--- src/rtl/rv64_pkg.sv ---
// Shared types for the RV64 integer datapath: data width, register address and
// the writeback request carried from execute/memory to the register file.
package rv64_pkg;

    localparam int unsigned XLEN = 64;

    typedef logic [4:0] reg_addr_t;

    typedef struct packed {
        reg_addr_t         rd;
        logic [XLEN-1:0]   data;
    } wb_req_t;

    typedef enum logic [1:0] {
        SelNone,
        SelLsu,
        SelAlu
    } wb_sel_e;

endpackage

--- src/rtl/wb_fifo.sv ---
// Synchronous FIFO of writeback requests. Full/empty derive only from registered
// pointers, so a same-cycle pop never relieves full.
module wb_fifo
    import rv64_pkg::*;
#(
    parameter int unsigned DEPTH = 2
) (
    input  logic    clk,
    input  logic    rst_n,
    input  logic    push_i,
    input  wb_req_t wdata_i,
    input  logic    pop_i,
    output wb_req_t rdata_o,
    output logic    full_o,
    output logic    empty_o
);

    localparam int unsigned AW = $clog2(DEPTH);

    typedef logic [AW:0] ptr_t;

    ptr_t    wptr_q, wptr_d;
    ptr_t    rptr_q, rptr_d;
    wb_req_t mem_q [DEPTH];

    logic do_push;
    logic do_pop;

    // Extra pointer MSB distinguishes full from empty when the indices match.
    assign empty_o = (wptr_q == rptr_q);
    assign full_o  = (wptr_q[AW] != rptr_q[AW]) && (wptr_q[AW-1:0] == rptr_q[AW-1:0]);
    assign do_push = push_i && !full_o;
    assign do_pop  = pop_i && !empty_o;
    assign rdata_o = mem_q[rptr_q[AW-1:0]];

    always_comb begin
        wptr_d = wptr_q;
        rptr_d = rptr_q;
        if (do_push) begin
            wptr_d = wptr_q + ptr_t'(1);
        end
        if (do_pop) begin
            rptr_d = rptr_q + ptr_t'(1);
        end
    end

    always_ff @(posedge clk or negedge rst_n) begin
        if (!rst_n) begin
            wptr_q <= '0;
            rptr_q <= '0;
        end else begin
            wptr_q <= wptr_d;
            rptr_q <= rptr_d;
        end
    end

    always_ff @(posedge clk) begin
        if (do_push) begin
            mem_q[wptr_q[AW-1:0]] <= wdata_i;
        end
    end

endmodule

--- src/rtl/regfile_writeback.sv ---
// Write side of the 32x64 register file: arbitrates buffered ALU and unbuffered LSU
// results onto the single rd port and tracks pending writes for RAW stalls.
module regfile_writeback
    import rv64_pkg::*;
#(
    parameter int unsigned ALU_BUF_DEPTH = 2,
    parameter int unsigned STARVE_LIMIT  = 4
) (
    input  logic            clk,
    input  logic            rst_n,
    input  logic            alu_valid,
    output logic            alu_ready,
    input  reg_addr_t       alu_rd,
    input  logic [XLEN-1:0] alu_data,
    input  logic            lsu_valid,
    output logic            lsu_ready,
    input  reg_addr_t       lsu_rd,
    input  logic [XLEN-1:0] lsu_data,
    input  logic            issue_valid,
    input  reg_addr_t       issue_rd,
    input  reg_addr_t       rs1_addr,
    input  reg_addr_t       rs2_addr,
    output logic            rs1_busy,
    output logic            rs2_busy,
    output logic            rd_wen,
    output reg_addr_t       rd_addr,
    output logic [XLEN-1:0] rd_data,
    output logic            idle
);

    localparam int unsigned SW = $clog2(STARVE_LIMIT + 1);

    typedef logic [SW-1:0] starve_t;

    wb_req_t fifo_head;
    wb_req_t alu_req;
    wb_req_t win_req;
    logic    fifo_full;
    logic    fifo_empty;
    logic    fifo_pop;
    logic    forced;
    wb_sel_e sel;

    starve_t         starve_q, starve_d;
    logic            rd_wen_q, rd_wen_d;
    reg_addr_t       rd_addr_q, rd_addr_d;
    logic [XLEN-1:0] rd_data_q, rd_data_d;
    logic [31:0]     busy_q, busy_d;

    assign alu_req.rd   = alu_rd;
    assign alu_req.data = alu_data;

    wb_fifo #(
        .DEPTH (ALU_BUF_DEPTH)
    ) u_alu_fifo (
        .clk     (clk),
        .rst_n   (rst_n),
        .push_i  (alu_valid),
        .wdata_i (alu_req),
        .pop_i   (fifo_pop),
        .rdata_o (fifo_head),
        .full_o  (fifo_full),
        .empty_o (fifo_empty)
    );

    // The counter only grows while the FIFO holds data, so reaching the limit
    // implies there is a head to force out.
    assign forced    = (starve_q == starve_t'(STARVE_LIMIT)) && !fifo_empty;
    assign alu_ready = !fifo_full;
    assign lsu_ready = !forced;

    always_comb begin
        sel      = SelNone;
        fifo_pop = 1'b0;
        if (forced) begin
            sel      = SelAlu;
            fifo_pop = 1'b1;
        end else if (lsu_valid) begin
            sel = SelLsu;
        end else if (!fifo_empty) begin
            sel      = SelAlu;
            fifo_pop = 1'b1;
        end
    end

    always_comb begin
        win_req = fifo_head;
        if (sel == SelLsu) begin
            win_req.rd   = lsu_rd;
            win_req.data = lsu_data;
        end
    end

    always_comb begin
        starve_d = starve_q;
        if (fifo_pop || fifo_empty) begin
            starve_d = '0;
        end else if (sel == SelLsu) begin
            starve_d = starve_q + starve_t'(1);
        end
    end

    // x0 results still consume a slot but never assert the write enable.
    always_comb begin
        rd_wen_d  = 1'b0;
        rd_addr_d = rd_addr_q;
        rd_data_d = rd_data_q;
        if (sel != SelNone) begin
            rd_wen_d  = (win_req.rd != '0);
            rd_addr_d = win_req.rd;
            rd_data_d = win_req.data;
        end
    end

    // Clear first so a same-edge issue to the retiring register keeps it busy.
    always_comb begin
        busy_d = busy_q;
        if (rd_wen_q) begin
            busy_d[rd_addr_q] = 1'b0;
        end
        if (issue_valid && (issue_rd != '0)) begin
            busy_d[issue_rd] = 1'b1;
        end
        busy_d[0] = 1'b0;
    end

    always_ff @(posedge clk or negedge rst_n) begin
        if (!rst_n) begin
            starve_q  <= '0;
            rd_wen_q  <= 1'b0;
            rd_addr_q <= '0;
            rd_data_q <= '0;
            busy_q    <= '0;
        end else begin
            starve_q  <= starve_d;
            rd_wen_q  <= rd_wen_d;
            rd_addr_q <= rd_addr_d;
            rd_data_q <= rd_data_d;
            busy_q    <= busy_d;
        end
    end

    assign rs1_busy = busy_q[rs1_addr];
    assign rs2_busy = busy_q[rs2_addr];
    assign rd_wen   = rd_wen_q;
    assign rd_addr  = rd_addr_q;
    assign rd_data  = rd_data_q;
    assign idle     = fifo_empty && !rd_wen_q && (busy_q == '0);

endmodule

--- config.mk ---
export PLATFORM = sky130hd
export DESIGN_NAME = regfile_writeback
export DESIGN_NICKNAME = d
export VERILOG_FILES = /design/src/rtl/rv64_pkg.sv /design/src/rtl/wb_fifo.sv /design/src/rtl/regfile_writeback.sv
export SDC_FILE = /design/constraint.sdc
export NUM_CORES = 1
export LEC_CHECK = 0
export ABC_AREA = 1
export BUFFER_PORTS_ARGS = -buffer_cell sky130_fd_sc_hd__buf_4
export CORE_MARGIN = 8
export CORE_UTILIZATION = 54
export CTS_BUF_LIST = sky130_fd_sc_hd__clkbuf_16
export CTS_CLUSTER_DIAMETER = 60
export DETAILED_ROUTE_END_ITERATION = 8
export GPL_TIMING_DRIVEN = 0
export PLACE_DENSITY = 0.9
export SLEW_MARGIN = 20
export SYNTH_ARGS = -nofsm -noshare
export SYNTH_HDL_FRONTEND = slang
export SYNTH_HIERARCHICAL = 1
export SYNTH_SLANG_ARGS = --single-unit
--- constraint.sdc ---
create_clock -name clk -period 3.87 [get_ports clk]
set_clock_uncertainty 0.1 [all_clocks]
set_input_delay 0.387 -clock clk [delete_from_list [all_inputs] [get_ports clk]]
set_output_delay 0.387 -clock clk [all_outputs]
set_load 0.01 [all_outputs]
Yosys cells after proc, flatten, opt, wreduce, memory -nomap -nowiden
Memories as Yosys holds them, arrays and structs flattened.
Index checks and enable logic that the tools add are counted.
W data, S select, Z words.
Storage, ports and cells
  output and inout port bits: 75
  memories kept: 1
  logic and storage cells: 66
  RAM bits: 138
  register bits: 108
  input bits: 158
Memory list
  u_alu_fifo.mem_q: words 2, width 69, rd ports 1, clocked after Yosys merged registers in 0, write ports 1, line wb_fifo.sv:24  | wb_req_t mem_q [DEPTH];
Operators by class
  add/subtract/negate cells: 3
  equal/unequal tests: 5
  bitwise gates (word level): 3
  order comparisons: 6
  mux-type cells: 22
  reductions and logical operators: 19
Operator list (number)
  $mux W69: 1
  $mux W32: 2
  $and A32 B32 Y32: 1
  $logic_not A32 Y1: 1
  $not A32 Y32: 1
  $or A32 B32 Y32: 1
  $lt A5 B6 Y1 const B: 4
  $bmux W1 S5: 2
  $demux W1 S5: 2
  $ge A5 B1 Y1 const B: 2
  $mux W1: 10
  $reduce_bool A5 Y1: 2
  $logic_and A1 B1 Y1: 9
  $mux W2: 3
  $mux W3: 2
  $add A2 B1 Y2 const B: 2
  $logic_not A1 Y1: 4
  $reduce_bool A2 Y1: 2
  $add A3 B1 Y3 const B: 1
  $eq A3 B3 Y1 const B: 1
  $eq A2 B1 Y1 const B: 1
  $eq A2 B2 Y1: 1
  $eq A1 B1 Y1: 1
  $logic_or A1 B1 Y1: 1
  $ne A1 B1 Y1: 1

Depth between registers and ports, before layout
Gate-level depths: netlist of the first run.
  word-level depth: 9
  mapped depth: 15
  gate-level depth less buffers: 13

Cells and area by module
Netlist of the first run, hierarchy kept.
By module, submodules not included
  regfile_writeback: cells each 709, area each 5396.4 um^2, times used 1, sequential area each 2602.5 um^2
  wb_fifo: cells each 401, area each 5263.8 um^2, times used 1, sequential area each 4244.1 um^2

Worst setup path after synthesis of the first run
OpenSTA, ideal clock, no wires.
  kind: reg-to-reg
  start: register u_alu_fifo.rptr_q[0]
  end: memory u_alu_fifo/mem_q[0][0] (netlist bit) (enable)
  required time: 3.347 ns
  arrival: 2.151 ns
  stages on the path, launching flop included: 7
  setup time: 0.423 ns
  setup slack: 1.196 ns
  buffers on the path: 1
  clock period less this slack: 2.674 ns
  path through: dfrtp_1 > buf_6 > nand2_1 > nand2_2 > nand2_2 > nand3_1 > inv_1
Between the ends
  longest elaborated chain between the ends: 6
RTL lines
  start: declaration: line wb_fifo.sv:23  | ptr_t rptr_q, rptr_d;
  start signal: assignment: line wb_fifo.sv:53  | rptr_q <= rptr_d;
  $eq A1 B1 Y1: line wb_fifo.sv:31  | assign full_o = (wptr_q[AW] != rptr_q[AW]) && (wptr_q[AW-1:0] == rptr_q[AW-1:0]);
  $logic_and A1 B1 Y1: line wb_fifo.sv:31
  $logic_not A1 Y1: line wb_fifo.sv:32  | assign do_push = push_i && !full_o;
  $logic_and A1 B1 Y1: line wb_fifo.sv:32
  $mux W1: line wb_fifo.sv:58  | if (do_push) begin
  $mux W1 (implied by the code): line wb_fifo.sv:59  | mem_q[wptr_q[AW-1:0]] <= wdata_i;
  end: declaration: line wb_fifo.sv:24
Every way passes these cells.

Final worst setup path of the first run
  start: register u_alu_fifo.rptr_q[0]
  end: output idle
Between the ends
  longest elaborated chain between the ends: 3
RTL lines
  $eq A2 B2 Y1: line wb_fifo.sv:30  | assign empty_o = (wptr_q == rptr_q);
  net fifo_empty: line regfile_writeback.sv:39  | logic fifo_empty;
  $logic_and A1 B1 Y1 (2 in series): line regfile_writeback.sv:148  | assign idle = fifo_empty && !rd_wen_q && (busy_q == '0);
  end: declaration: line regfile_writeback.sv:28  | output logic idle
The timed path passes the listed nets, and every way through them passes these cells.

==> results.tsv, run 1 <==
metric	value	unit
setup_viol	0	
worst_slack	1.04	ns
critPathMaxFanout	10	
cts_sinks	246	
multi_input_area	3330	um2
postSynthCellCount	1110	
period_minus_slack	2.83	ns
worstMarginPinSlew	0.955	ns
fin_crit_sh	73.0	%
dp_hpwl	22.4	mm
yosys.cell_types.count	27	
clock_path_buffers	3	
cap_violations	0	
hold_class	in -> reg	
crit_top_cell	nand2_2	
num_rows	51	
final_area	14300	um2
track_usage	33.9	%
yosysSeqAreaShare	64.2	%
final-max-slew-violation-count	0	
routed_wl	41.8	mm
fin_nets	1595	
start_util	55.0	%
drtPass1Iterations	6	
drive_gt1_share	22.8	%
wire_per_inst	24.3	um
h-tree-depth	1	
whs	0.0251	ns
clock_latency	0.53	ns
die_w	157	um
critical_path_arrival	2.34	ns
cts-root-buf	clkbuf_16	
powerDensity	779	nW/um2
vias	10700	
ir_drop	678	uV
final_util	73.5	%
cts_tree	done	
synth_area	10700	um2
placed_area	12800	um2
port_buffers	227	
place.gp.congestion	0.936	
endpoint_kind	primary output	
syn_to_final_growth	33.7	%
overflow	0	
antenna_found_initial	4	
drc	0	
status	complete, no violations	
cp.buffers_inverters	5	
cp.required	3.38	ns
power_leakage	0.00647	uW
numCtsBuffers	24	
place_ws	1.65	ns
grt_pass1_wl	63.8	mm
grt_pass1_vias	11000	
vias_per_cell	6.24	
cts_resized	0	
die_height	157	um
core_area	19400	um2
synth.avg_cell_area	9.60	um2
num-fill-cells	1101	
cpMaxStageDelayCell	dfrtp_1	
cpLargestDelayFamily	simple AND/OR/NAND/NOR gates	
hold_viol	0	
ff_latch_area	6850	um2
yosysWarnings	6	
drt_iter0_drc	1569	
grt_setup_unrepaired	no	
max_clock_freq	0.354	GHz
syn_nets	1270	
path_class	reg -> out	
startpoint_type	flop	
ys_ff_latch	246	
ant_nets	0	
dieArea	24500	um2
grt_max_degree	109	
slew_headroom	36.4	%
fin_setup_tns	0	ns
clkTransAtPathRegs	0.07	ns
io_pins	233	
cp_cell_sequence	buf_6 -> inv_4 -> nand2_2 -> nand2_2 -> nand2_2 -> inv_2 -> inv_2 -> nor4_1 -> nand3_1 -> nor2_1 -> buf_4	
slowest_delay	0.38	ns
-- what timing repair did --
action,in CTS,in global routing
endpoints found under the setup margin,0,0
hold buffers,70,0
setup buffers,0,0
endpoints found under the hold margin,191,0
-- stage by stage --
step	power, uW	instances
finish	11100	1723
global route	11500	1721
CTS	10500	1717
detailed placement	8080	1604
global placement	7880	1602
floorplan	6390	1110
-- worst paths after layout --
| path | start | end | slack, ns | depth (start not counted) |
|---|---|---|---|---|
| max | u_alu_fifo/rptr_q[0] | idle | 1.04 | 11 |
| min | lsu_data[8] | rd_data[8] | 0.03 | 3 |
| max reg2reg | u_alu_fifo/rptr_q[1] | rd_data[14] | 1.54 | 11 |
| min reg2reg | starve_q[0] | starve_q[0] | 0.39 | 1 |
| max in group asynchronous | rst_n | rd_data[29] | 2.56 | 2 |
| min in group asynchronous | rst_n | rd_data[14] | 0.40 | 2 |
-- report_power, final --
part	internal [uW]	switching, uW	leakage (uW)
Clock	1370	1050	0.000396
Combinational	1460	2710	0.00350
Sequential	3800	712	0.00257
Total	6630	4470	0.00647
-- worst register-to-register path, stage by stage, from the launching register on --
cell and delay (ns):
dfrtp_1 0.47, inv_1 0.13, nand2_1 0.11, nand2_1 0.08, nand2_2 0.12, inv_2 0.06, inv_2 0.15, nor2_4 0.07
inv_2 0.28, buf_2 0.32, nor2_1 0.08, a21oi_1 0.26
-- sequential cells by signal (all words and copies together), names as in the netlist --
register           count
u_alu_fifo/mem_q     138
rd_data               64
busy_q                31
rd_addr                5
starve_q               3
u_alu_fifo/rptr_q      2
u_alu_fifo/wptr_q      2
rd_wen                 1
-- per-layer routing --
| layer | global-route usage, % | share of wire, % | vias up |
|---|---|---|---|
| met5 | 0 | 0 | - |
| met4 | 21.1 | 6.9 | 0 |
| met3 | 10.9 | 14 | 286 |
| met2 | 54.6 | 47 | 1194 |
| met1 | 38.7 | 31 | 4898 |
| li1 | - | - | 4369 |
-- synthesized netlist by cell type (all sizes together) --
library cell | number | area share (%)
clkbuf | 2 | 0.070
ha | 2 | 0.23
inv | 47 | 1.7
nor4 | 4 | 0.23
edfxtp | 138 | 39
xnor2 | 1 | 0.082
dfrtp | 108 | 25
o21ai | 69 | 3.3
nor3 | 3 | 0.14
nand3 | 80 | 3.8
nand2 | 396 | 14
nor2 | 76 | 2.7
nand3b | 4 | 0.28
a21oi | 129 | 6.1
xor2 | 1 | 0.082
nand4 | 1 | 0.059
buf | 49 | 2.8
-- cell type report --
cell class | count | area share, %
Inverter | 47 | 1.31
Tap cell | 265 | 2.33
Antenna cell | 6 | 0.105
Multi-Input combinational cell | 766 | 23.3
Sequential cell | 246 | 48.0
Timing Repair Buffer | 299 | 17.2
Buffer | 51 | 2.14
Clock inverter | 18 | 1.11
Clock buffer | 25 | 4.39
-- layout by cell type, fill, tap and decap left out, types with 2 or more instances in the layout --
| cell type | count |
|---|---|
| nor4_1 | 4 |
| inv_2 | 7 |
| buf_6 | 2 |
| bufinv_16 | 3 |
| ha_1 | 2 |
| clkinvlp_4 | 2 |
| nor2_1 | 75 |
| buf_2 | 31 |
| o21ai_0 | 63 |
| nand3b_1 | 4 |
| nand2_2 | 4 |
| buf_4 | 242 |
| a21oi_1 | 129 |
| edfxtp_1 | 138 |
| nor3_1 | 3 |
| clkinv_1 | 5 |
| o21ai_1 | 5 |
| dfrtp_1 | 108 |
| inv_1 | 40 |
| clkinv_2 | 4 |
| clkbuf_16 | 25 |
| diode_2 | 6 |
| dlygate4sd3_1 | 70 |
| clkbuf_1 | 2 |
| nand3_1 | 80 |
| nand2_1 | 390 |
| inv_4 | 4 |
-- cells by family (layout without fill, tap and decap cells) --
family / Yosys count / after routing / synth area share, %
buffers and inverters: 98 / 440 / 4.57
AO/OA/AOI/OAI: 198 / 198 / 9.33
adder cells (fa/ha/maj): 2 / 2 / 0.235
XOR/XNOR: 2 / 2 / 0.164
flip-flops: 246 / 246 / 64.2
other: 0 / 6 / 0
AND/OR/NAND/NOR: 564 / 564 / 21.5
Power figures use the tool's default switching activity.
==> run 2: changes to the inputs <==
Clock period 3.87 ns to 2.79 ns, I/O delays scaled along.
==> run 2 against run 1 <==
  * Cell area is 4.6% higher
  * Setup slack worse by 1.0 ns
  * Sequential share of layout area is 2.1 points lower
  * Largest power group unchanged
  * Critical endpoint unchanged
  * Routed wire length is 14% higher
  * Die area stayed put
  * Sequential power is 41% higher
  * Total power is 44% higher
  * Sequential cell count stayed put
  * Cell count is 3.7% higher
  * Register-to-register slack worse by 1.4 ns
  * Clock power is 40% higher
==> results.tsv, run 2 (synthesis results as in run 1) <==
metric	value	unit
port_buffers	227	
num_rows	51	
io_pins	233	
cts_sinks	246	
hold_class	in -> reg	
regToRegEndpoint	rd_data[10]	
final-max-slew-violation-count	0	
drt_iter0_drc	2099	
fin_setup_tns	0	ns
path_class	reg -> out	
slew_headroom	38.1	%
power	16000	uW
p_seq_share	39.9	%
hold_start	issue_rd[4]	
syn_to_final_growth	39.9	%
ant_nets	0	
track_usage	38.7	%
drtPass1Iterations	7	
switching_share	42.0	%
reg2reg_slack	0.13	ns
hold_viol	0	
setup_viol	0	
final_common_cell	nand2_1	
endpoint_kind	primary output	
p_int	9270	uW
stdcell_count	1786	
worst_slack	0.0428	ns
drc	0	
critical_path_arrival	2.37	ns
overflow	0	
grt_setup_unrepaired	no	
largest_reg_flops	138	
clock_latency	0.52	ns
dp_hpwl	22.4	mm
cts-root-buf	clkbuf_16	
clkTransAtPathRegs	0.07	ns
grt_pass1_vias	11900	
p_switching	6700	uW
numCtsBuffers	24	
post_cts_buffers	0	
min_to	busy_q[27]	
period_minus_slack	2.75	ns
h-tree-depth	1	
p_clk_share	21.3	%
ff_latch_area	6850	um2
grt_max_degree	109	
die_height	157	um
startpoint_type	flop	
cts_tree	done	
max_clock_freq	0.364	GHz
power_leakage	0.00674	uW
hold_depth	3	
num-fill-cells	989	
core_area	19400	um2
place_ws	0.674	ns
die_w	157	um
dieArea	24500	um2
most-common-layout-cells	390 x nand2_1, 242 x buf_4, 138 x edfxtp_1	
fin_nets	1661	
status	complete, no violations	
vias_per_cell	6.55	
vias	11700	
cap_violations	0	
powerDensity	1070	nW/um2
wire_per_inst	26.7	um
drive_gt1_share	21.9	%
reg2reg_from	u_alu_fifo/rptr_q[0]	
routed_wl	47.7	mm
clock_path_buffers	3	
multi_input_area	3340	um2
place.gp.congestion	0.936	
start_util	55.0	%
ir_drop	766	uV
antenna_found_initial	3	
grt_pass1_wl	71.9	mm
ff2ff_path_depth	11	
place_inst	1604	
final_area	14900	um2
placed_area	12800	um2
power_frac_comb	38.8	%
worstMarginPinSlew	0.928	ns
fin_crit_sh	98.5	%
cp.required	2.41	ns
critPathMaxFanout	10	
## run 2: changes by cell type in the layout (fill, tap and decap cells not counted), sizes merged
cell         previous run  this run
diode                   6         3
dlygate4sd3            70       136
## run 2: cell type report
type / instances / share of cell area [%]
Tap cell: 265 / 2.22
Clock inverter: 18 / 1.07
Multi-Input combinational cell: 766 / 22.4
Timing Repair Buffer: 365 / 20.9
Antenna cell: 3 / 0.0503
Sequential cell: 246 / 45.9
Inverter: 47 / 1.25
Clock buffer: 25 / 4.19
Buffer: 51 / 2.05
## run 2: layer usage
layer	global-route usage, %	up-vias	wire length, um
li1	-	4498	-
met1	44.7	5272	14600
met2	60.7	1482	21500
met3	12.3	443	7350
met4	26.8	0	4310
met5	0.216	-	0
## run 2: what timing repair did
action | CTS | global route
resized for setup | 0 | 2
hold buffers | 136 | 0
endpoints found under the setup margin | 0 | 1
endpoints found under the hold margin | 312 | 0
## run 2: worst max path at each step
stage	startpoint	to	slack, ns	cells after the start
2_1_floorplan	u_alu_fifo/rptr_q[0]	u_alu_fifo/mem_q[0][0]	0.12	6
3_3_place_gp	u_alu_fifo/rptr_q[0]	u_alu_fifo/mem_q[0][45]	-0.64	7
3_5_place_dp	u_alu_fifo/rptr_q[0]	idle	0.67	11
4_1_cts	u_alu_fifo/rptr_q[0]	idle	0.12	11
5_1_grt	u_alu_fifo/rptr_q[0]	rd_data[10]	0.02	11
6_report	u_alu_fifo/rptr_q[0]	idle	0.04	11
## run 2: metrics by stage
step,utilization [%],hold slack [ns]
floorplan,-,-0.117
global placement,65.4,0.345
detailed placement,65.7,0.358
CTS,76.8,0.0121
global route,76.9,0.0979
finish,76.9,0.0617
## run 2: power by group through the flow
stage | logic [uW] | clock network, uW | registers (uW)
2_1_floorplan | 2700 | 0 | 6160
3_3_place_gp | 4840 | 0 | 6090
3_5_place_dp | 5100 | 0 | 6100
4_1_cts | 5380 | 3240 | 6070
5_1_grt | 6450 | 3480 | 6410
6_report | 6190 | 3400 | 6370
## run 2: worst max-delay path: stages (launching register included)
cell     delay (ns)
dfrtp_1        0.39
buf_6          0.16
inv_4          0.12
nand2_2        0.08
nand2_2        0.11
nand2_2        0.11
inv_2          0.09
inv_2          0.09
nor4_2         0.27
nand3_1        0.13
nor2_2         0.16
buf_4          0.14
